**config.mk**
```make
export PLATFORM = sky130hd
export DESIGN_NAME = cash_deposit_ctrl
export DESIGN_NICKNAME = d
export VERILOG_FILES = /design/src/rtl/cash_deposit_ctrl.sv
export SDC_FILE = /design/constraint.sdc
export NUM_CORES = 1
export LEC_CHECK = 0
export BUFFER_PORTS_ARGS = -buffer_cell sky130_fd_sc_hd__buf_4
export CAP_MARGIN = 40
export CORE_UTILIZATION = 25
export DETAILED_ROUTE_END_ITERATION = 6
export PLACE_DENSITY = 0.39
export RECOVER_POWER = 25
export SYNTH_ARGS = -nofsm -noshare
export SYNTH_HDL_FRONTEND = slang
export SYNTH_SLANG_ARGS = --single-unit
```
**constraint.sdc**
```tcl
create_clock -name clk -period 7.1 [get_ports clk]
set_input_delay 2.13 -clock clk [delete_from_list [all_inputs] [get_ports clk]]
set_output_delay 2.13 -clock clk [all_outputs]
set_load 0.02 [all_outputs]
```
**src/rtl/cash_deposit_ctrl.sv**
```systemverilog
// cash_deposit_ctrl: ATM deposit sequencer; ports: start/amount_due/cancel control, note_valid/note_sel in with note_accept/note_reject pulses, balance, payout_valid/payout_ready/payout_amt handshake, paid/done/busy status
module cash_deposit_ctrl #(
  parameter int BAL_W = 10,
  parameter int TIMEOUT = 1000
) (
  input  logic             clk,
  input  logic             rst_n,
  input  logic             start,
  input  logic [BAL_W-1:0] amount_due,
  input  logic             cancel,
  input  logic             note_valid,
  input  logic [5:0]       note_sel,
  output logic             note_accept,
  output logic             note_reject,
  output logic [BAL_W-1:0] balance,
  output logic             payout_valid,
  input  logic             payout_ready,
  output logic [BAL_W-1:0] payout_amt,
  output logic             paid,
  output logic             done,
  output logic             busy
);
  localparam int TMO_W = $clog2(TIMEOUT);
  typedef enum logic [1:0] {IDLE, COLLECT, PAYOUT, DONE} state_t;
  state_t state;
  logic [BAL_W-1:0] due;
  logic [TMO_W-1:0] tmo;
  logic [6:0] val;
  logic [BAL_W:0] sum;
  logic legal, fits, refund;
  always_comb begin
    val = note_sel[5] ? 7'd100 : note_sel[4] ? 7'd50 : note_sel[3] ? 7'd20 : note_sel[1] ? 7'd5 : 7'd10;
    legal = note_sel != '0 && (note_sel & (note_sel - 6'd1)) == '0;
    sum = {1'b0, balance} + (BAL_W+1)'(val);
    fits = !sum[BAL_W];
    refund = cancel || (!note_valid && tmo == TMO_W'(TIMEOUT-1));
    busy = state != IDLE;
  end
  always_ff @(posedge clk) begin
    if (!rst_n) begin
      state <= IDLE;
      due <= '0;
      tmo <= '0;
      balance <= '0;
      payout_amt <= '0;
      note_accept <= 1'b0;
      note_reject <= 1'b0;
      payout_valid <= 1'b0;
      paid <= 1'b0;
      done <= 1'b0;
    end else begin
      note_accept <= 1'b0;
      note_reject <= note_valid;
      done <= 1'b0;
      case (state)
        IDLE: if (start && amount_due != '0) begin
          state <= COLLECT;
          due <= amount_due;
          balance <= '0;
          paid <= 1'b0;
          tmo <= '0;
        end
        COLLECT: if (refund) begin
          state <= PAYOUT;
          payout_amt <= balance;
          payout_valid <= balance != '0;
          paid <= 1'b0;
        end else if (note_valid) begin
          tmo <= '0;
          if (legal && fits) begin
            note_accept <= 1'b1;
            note_reject <= 1'b0;
            balance <= sum[BAL_W-1:0];
            if (sum[BAL_W-1:0] >= due) begin
              state <= PAYOUT;
              payout_amt <= sum[BAL_W-1:0] - due;
              payout_valid <= sum[BAL_W-1:0] != due;
              paid <= 1'b1;
            end
          end
        end else tmo <= tmo + TMO_W'(1);
        PAYOUT: if (!payout_valid || payout_ready) begin
          payout_valid <= 1'b0;
          done <= 1'b1;
          state <= DONE;
        end
        DONE: begin
          balance <= '0;
          state <= IDLE;
        end
        default: state <= IDLE;
      endcase
    end
  end
endmodule

```
# --- Yosys cells after proc, flatten, opt, wreduce, memory -nomap -nowiden ---
# Cells that the tools add are included.
# W data, S select, Z words.
totals:
  ff_bits: 47
  input_bits: 22
  out_inout_bits: 26
  wordCells: 103
op_classes:
  addsub: 4
  order_cmp: 1
  n_eq_ne: 13
  mux: 41
  n_bitwise: 4
  n_reduce_logical: 30
ops:
  columns: ["operator", "n"]
  rows:
  - ["$mux W10", 10]
  - ["$pmux W10 S3", 1]
  - ["$pmux W10 S2", 1]
  - ["$reduce_and A5 Y1", 4]
  - ["$reduce_bool A10 Y1", 2]
  - ["$mux W1", 16]
  - ["$mux W2", 6]
  - ["$reduce_bool A2 Y1", 6]
  - ["$add A10 B7 Y11", 1]
  - ["$add A10 B1 Y10 const B", 1]
  - ["$eq A10 B10 Y1 const B", 1]
  - ["$ge A10 B10 Y1", 1]
  - ["$ne A10 B10 Y1", 1]
  - ["$ne A2 B2 Y1 const B", 5]
  - ["$sub A10 B10 Y10", 1]
  - ["$ne A3 B3 Y1 const B", 3]
  - ["$pmux W2 S4", 1]
  - ["$mux W7", 1]
  - ["$and A6 B6 Y6", 1]
  - ["$logic_not A6 Y1", 1]
  - ["$mux W6", 1]
  - ["$reduce_bool A6 Y1", 1]
  - ["$sub A6 B1 Y6 const B", 1]
  - ["$mux W5", 1]
  - ["14 further kinds", 25]

# --- Depth between registers and ports, before layout ---
# Gate-level depths: netlist (run 1).
depth:
  word_depth: 11
  depth_mapped: 17
  mapped_depth_nobuf: 17

# --- Least setup slack after synthesis (run 1) ---
# OpenSTA, ideal clock, no wires.
synth_path:
  kind: "input to register"
  from: "in note_sel[4]"
  to: "reg payout_amt[7]"
  setup_ns: 0.059
  t_arrival_ns: 5.520
  slack_ns: 1.521
  cell_stages: 17
  cell_sequence: "or2_2 nor3b_1 ha_1 inv_1 fa_1 nor2b_1 o2111ai_1 a21boi_0 o21ai_0 xnor2_1 ha_1 nand2_1 nor3_1 a211oi_1 a31o_2 a21oi_2 o221a_2"
synth_between:
  elab_chain_len: 8
synth_lines:
  columns: ["item", "line", "source"]
  rows:
  - ["start, declared", "12", "input logic [5:0] note_sel,"]
  - ["$mux W6", "32", "val = note_sel[5] ? 7'd100 : note_sel[4] ? 7'd50 : note_sel[3] ? 7'd20 : note_sel[1] ? 7'd5 : 7'd10;"]
  - ["$mux W7", "32", null]
  - ["$add A10 B7 Y11", "34", "sum = {1'b0, balance} + (BAL_W+1)'(val);"]
  - ["$sub A10 B10 Y10", "76", "payout_amt <= sum[BAL_W-1:0] - due;"]
  - ["$mux W10", "74", "if (sum[BAL_W-1:0] >= due) begin"]
  - ["$mux W10", "70", "if (legal && fits) begin"]
  - ["$mux W10", "68", "end else if (note_valid) begin"]
  - ["$mux W10", "63", "COLLECT: if (refund) begin"]
  - ["end signal, assigned", "65", "payout_amt <= balance;"]
  - ["end signal, assigned", "76", null]
  - ["end, declared", "18", "output logic [BAL_W-1:0] payout_amt,"]
# Several ways; a longest one is shown, not always the timed one. The select of a mux whose other input is x is not followed.
# A chain may end at the register's enable or synchronous reset.

# --- Worst setup path in the final report (run 1) ---
# Same ends and word-level chain as after synthesis.

==> results of run 1 <==
==> final cells by class <==
type / count / area [um^2] / area share (%)
multi-input combinational: 310 / 2091 / 55.29
tap: 168 / 210.2 / 5.559
timing repair buffer: 50 / 305.3 / 8.074
inverter: 23 / 86.33 / 2.283
sequential: 47 / 940.9 / 24.88
clock buffer: 6 / 138.9 / 3.673
clock inverter: 1 / 8.758 / 0.2316
==> synthesized netlist by cell type, drive strengths merged, types with 5 or more instances <==
library cell   n
nand2         44
dfxtp         47
and3           6
ha            21
nor3          10
a31oi         11
clkbuf        13
nor4           5
o21ai         13
xnor2         10
nor2          21
a21o           5
inv           23
nand4          6
o21a           7
a21oi         33
o211ai         5
a211oi        15
nand2b        11
mux2i         18
nand3         23
==> through the flow <==
stage / setup WS, ps / utilization (%)
6_report: 1097 / 30.96
4_1_cts: 1131 / 31.52
3_3_place_gp: 936.2 / 30.27
5_1_grt: 756.7 / 30.96
3_5_place_dp: 863.6 / 30.31
2_1_floorplan: 1521 / -
==> cells in the final DEF, fill, tap and decap left out, drive strengths merged, types with 2 or more instances in the layout <==
master    n
o2111ai   2
xnor2    10
nand2    44
nand3b    2
nor4      5
a211o     2
nand2b   11
a41oi     3
nand3    23
a31o      3
o32ai     2
o21bai    3
nand4     6
a211oi   15
a21o      5
or2       4
clkbuf   24
nor3     10
o21a      7
nor2b     2
a21oi    33
ha       21
dfxtp    47
mux2i    18
nor2     21
a21boi    2
fa        2
o21ai    13
or3       2
o211ai    5
inv      24
and3      6
xor2      3
a31oi    11
buf      32
==> sequential cells by signal, summed over array words and instances (netlist names) <==
signal        cells
payout_valid      1
state             2
done              1
paid              1
note_reject       1
tmo              10
payout_amt       10
note_accept       1
due              10
balance          10
==> final timing paths <==
path | start | slack, ps | to
worst max register to register | balance[0] | 3190 | payout_amt[7]
worst min register to register | due[4] | 460 | due[4]
worst max-delay path | note_sel[4] | 1100 | payout_amt[7]
worst min-delay path | due[4] | 460 | due[4]
==> logic make-up after synthesis <==
| kind of cell | after synthesis | share of synthesized area, % |
|---|---|---|
| AO/OA/AOI/OAI | 115 | 24.44 |
| XOR/XNOR | 13 | 3.564 |
| adder cells (fa/ha/maj) | 23 | 9.479 |
| buffers and inverters | 40 | 5.327 |
| flip-flops | 47 | 29.46 |
| multiplexers | 18 | 5.640 |
| AND/OR/NAND/NOR | 141 | 22.09 |
==> per-layer routing <==
layer / part of all wire [%] / global-route usage, %
met1: 50 / 21.74
met2: 43 / 24.38
met3: 4.6 / 2.372
met4: 2.2 / 5.368
met5: 0 / 0
==> where the power goes <==
part | total, mW | switching, mW | internal, mW
registers | 0.327 | 0.0267 | 0.300
clock network | 0.245 | 0.106 | 0.140
logic | 0.630 | 0.393 | 0.237
total | 1.20 | 0.525 | 0.677
==> critical path, stage by stage <==
cell,delay (ps)
buf_4,130
or2_2,340
nor3b_1,220
ha_1,220
inv_1,60
fa_1,400
nor2b_1,180
o2111ai_1,180
a21boi_0,230
o21ai_0,120
xnor2_1,190
ha_1,350
nand2_1,80
nor3_1,270
a211oi_1,170
a31o_2,300
a21oi_2,390
o221a_2,260
==> flow_summary.json, run 1 <==
{
  "status": "complete, but fails checks",
  "violations": "capacitance limit, slew limit",
  "synth_warnings": 0,
  "cts-root-buf": "clkbuf_16",
  "instances_no_fill": 605,
  "synthTopCellsByArea": "dfxtp_1 (29%), ha_1 (8.2%), mux2i_1 (5.6%)",
  "hp-class": "reg -> reg",
  "synth_cell_types": 58,
  "syn-num-nets": 442,
  "relSlewSlack_pct": -8.141,
  "final-setup-viol-count": 0,
  "io_buffers": 47,
  "syn_area_per_cell_um2": 8.046,
  "drt-pass1-iter-count": 4,
  "worst_slew_pin_slew_ps": 1622,
  "fin_worst_skew_ps": 6.002,
  "diodes": 0,
  "hold_ws_ps": 458.5,
  "reg2reg_depth": 15,
  "fmax_mhz": 166.6,
  "synth_top_area_share_pct": 29.46,
  "synthCells": 397,
  "crit_fanout": 10,
  "ant_nets": 0,
  "dpl-instance-area_um2": 3701,
  "post_cts_buffers": 0,
  "cts_made_buffers": 5,
  "grt-ovfl-total": 0,
  "grt_pass1_wl_um": 15950,
  "cts.sinks": 47,
  "htree_levels": 2,
  "clk_pin_slew_worst_paths_ps": 70,
  "drive_above_1_share_pct": 12.59,
  "power_density_nw_per_um2": 318.0,
  "netlist_area_um2": 3194,
  "fin_tns_setup_ps": 0,
  "synth_edf_count": 0,
  "period_needed_ps": 6003,
  "antenna_found_initial": 0,
  "worstSkewPairLatency_ps": 290,
  "grt_usage_pct": 15.59,
  "start_util_pct": 26.16,
  "place_inst": 598,
  "total_power_mw": 1.202,
  "grt_max_degree": 35,
  "ir_worst_vdd_uv": 93.96,
  "yosys_most_used_dff": "dfxtp_1",
  "path_class": "in -> reg",
  "vias": 3048,
  "slew_viol_final": 35,
  "globalplace.congestion": 0.8768,
  "endpoint_kind": "register",
  "drv_cap": 1,
  "fill_cells": 1395,
  "vias_per_cell": 5.038,
  "finalHoldViolCount": 0,
  "cp.arrival_ps": 6240,
  "worstSetupStartpointType": "input pin",
  "cts_buffer_depth": 2,
  "fp-row-count": 40,
  "die_h_um": 115.0,
  "cts_tree": "done",
  "io_pins": 48,
  "layout.nets": 482,
  "postCtsHoldBufs": 0,
  "drt_iter0_drc": 172,
  "dieArea_um2": 13230,
  "core_area_um2": 12210,
  "syn_to_final_growth_pct": 18.37,
  "crit_required_ps": 7330,
  "dpl.hpwl_um": 7630,
  "fin_crit_sh_pct": 84.54,
  "ctsResizeCount": 0,
  "fin_area_um2": 3781,
  "drt_wl_total_um": 9866,
  "yosysTopAreaCell": "dfxtp_1",
  "ys_seq_area_share_pct": 29.46,
  "wl_per_cell_um": 16.31,
  "hold_depth": 2,
  "grt_pass1_vias": 2993,
  "rsz0062_at_grt": "false",
  "die_x_um": 115.0,
  "synthArstFlopShare_pct": 0,
  "drc": 0,
  "synth-seq-cells": 47,
  "p_leak_nw": 1.445
}
No activity file was read; power rests on OpenSTA's default activity.
==> run 2: changes to the inputs <==
==> constraint.sdc (replaced) <==
create_clock -name clk -period 6 [get_ports clk]
set_input_delay 1.8 -clock clk [delete_from_list [all_inputs] [get_ports clk]]
set_output_delay 1.8 -clock clk [all_outputs]
set_load 0.02 [all_outputs]
==> flow_summary.json, run 2 (synthesis results as in run 1) <==
{
  "start_util_pct": 26.16,
  "io_buffers": 47,
  "fill_cells": 1376,
  "multi_input_comb_area_um2": 2097,
  "cts-root-buf": "clkbuf_16",
  "dp_slack_ps": 58.83,
  "htree_levels": 2,
  "cp.arrival_ps": 5930,
  "period_needed_ps": 5695,
  "layout.nets": 485,
  "fp-row-count": 40,
  "die_x_um": 115.0,
  "hp-class": "reg -> reg",
  "violations": "capacitance limit, slew limit",
  "rrSetupSlack_ps": 2080,
  "final-setup-viol-count": 0,
  "fin_tns_setup_ps": 0,
  "core_area_um2": 12210,
  "crit_fanout": 10,
  "cts_tree": "done",
  "worstSkewPairLatency_ps": 290,
  "cts_made_buffers": 5,
  "drive_above_1_share_pct": 13.61,
  "diodes": 0,
  "ir_worst_vdd_uv": 107.0,
  "grt-ovfl-total": 0,
  "rsz0062_at_grt": "false",
  "power_density_nw_per_um2": 378.8,
  "vias": 3047,
  "io_pins": 48,
  "worstSetupStartpointType": "input pin",
  "grt_pass1_wl_um": 15980,
  "dieArea_um2": 13230,
  "p_leak_nw": 1.462,
  "postCtsHoldBufs": 0,
  "cts_buffer_depth": 2,
  "fmax_mhz": 175.6,
  "finalHoldViolCount": 0,
  "drt-pass1-iter-count": 4,
  "relSlewSlack_pct": -8.690,
  "crit_required_ps": 6230,
  "endpoint_kind": "register",
  "fin_util_pct": 31.30,
  "drc": 0,
  "syn_to_final_growth_pct": 19.66,
  "drt_iter0_drc": 193,
  "clk_pin_slew_worst_paths_ps": 70,
  "cts.sinks": 47,
  "drv_cap": 1,
  "antenna_found_initial": 0,
  "slew_viol_final": 35,
  "dpl.hpwl_um": 7688,
  "ant_nets": 0,
  "die_h_um": 115.0,
  "fin_worst_skew_ps": 10.47,
  "globalplace.congestion": 0.8635,
  "drt_wl_total_um": 9986,
  "status": "complete, but fails checks",
  "vias_per_cell": 5.003,
  "grt_usage_pct": 15.73,
  "layout_commonest_cell": "dfxtp_1",
  "grt_max_degree": 35,
  "wl_per_cell_um": 16.40,
  "regArea_um2": 940.9,
  "layout_common_cells": "dfxtp_1 (47), nand2_1 (44), buf_4 (34), a21oi_1 (32)",
  "fin_crit_sh_pct": 94.92,
  "grt_pass1_vias": 2934,
  "path_class": "in -> reg",
  "finalWorstSetupSlack_ps": 305.0,
  "worst_slew_pin_slew_ps": 1630
}
[run 2: changes by cell type in the layout (fill, tap and decap cells not counted)]
cell / change
clkbuf_8: +1
clkinvlp_4: +1
inv_6: -1
buf_4: +3
a31oi_1: -1
a31oi_2: +1
[run 2: final timing paths]
path                     from       endpoint  cells past startpoint
hold / removal         due[6]         due[6]                      2
hold reg to reg        due[6]         due[6]                      2
setup / recovery  note_sel[4]  payout_amt[7]                     19
setup reg to reg   balance[0]  payout_amt[7]                     16
[run 2: repair_timing]
action,CTS,global route
setup endpoints to repair,0,1
buffers inserted,0,0
resized for setup,0,1
[run 2: final cells by class]
type | instances | area share (%)
clock inverters | 1 | 0.1964
well taps | 168 | 5.499
flip-flops and latches | 47 | 24.62
inverters | 23 | 2.259
clock buffers | 7 | 3.993
multi-input cells | 310 | 54.86
repair buffers | 53 | 8.576
[run 2: worst max-delay path, cell delays in order]
cell,delay [ps]
buf_4,130
or2_2,340
nor3b_1,220
ha_1,230
inv_1,70
fa_1,400
nor2b_1,180
o2111ai_1,180
a21boi_0,200
o21ai_0,110
xnor2_1,180
ha_1,340
nand2_1,70
nor3_1,290
a211oi_1,70
buf_4,170
a31o_2,260
a21oi_2,410
o221a_2,260
[run 2: through the flow]
| stage | power (mW) | area, um^2 | instances | hold slack (ps) |
|---|---|---|---|---|
| 6_report | 1.448 | 3822 | 609 | 455.8 |
| 3_5_place_dp | 1.163 | 3724 | 601 | 449.8 |
| 2_1_floorplan | 0.9382 | 3194 | 397 | 431.7 |
| 5_1_grt | 1.565 | 3822 | 609 | 469.9 |
| 4_1_cts | 1.476 | 3884 | 609 | 459.0 |
| 3_3_place_gp | 1.169 | 3719 | 600 | 448.8 |
[run 2: per-layer routing]
layer	global-route usage, %	routed length, um	vias up
met5	0	0	-
met4	3.550	65	0
met3	2.530	413	5
met2	24.74	4574	67
met1	22.44	4932	1434
li1	-	-	1541
[run 2: where the power goes]
part	switching [mW]	total, mW	internal (mW)
registers	0.0324	0.387	0.355
clock network	0.129	0.306	0.178
logic	0.470	0.754	0.285
total	0.630	1.45	0.817
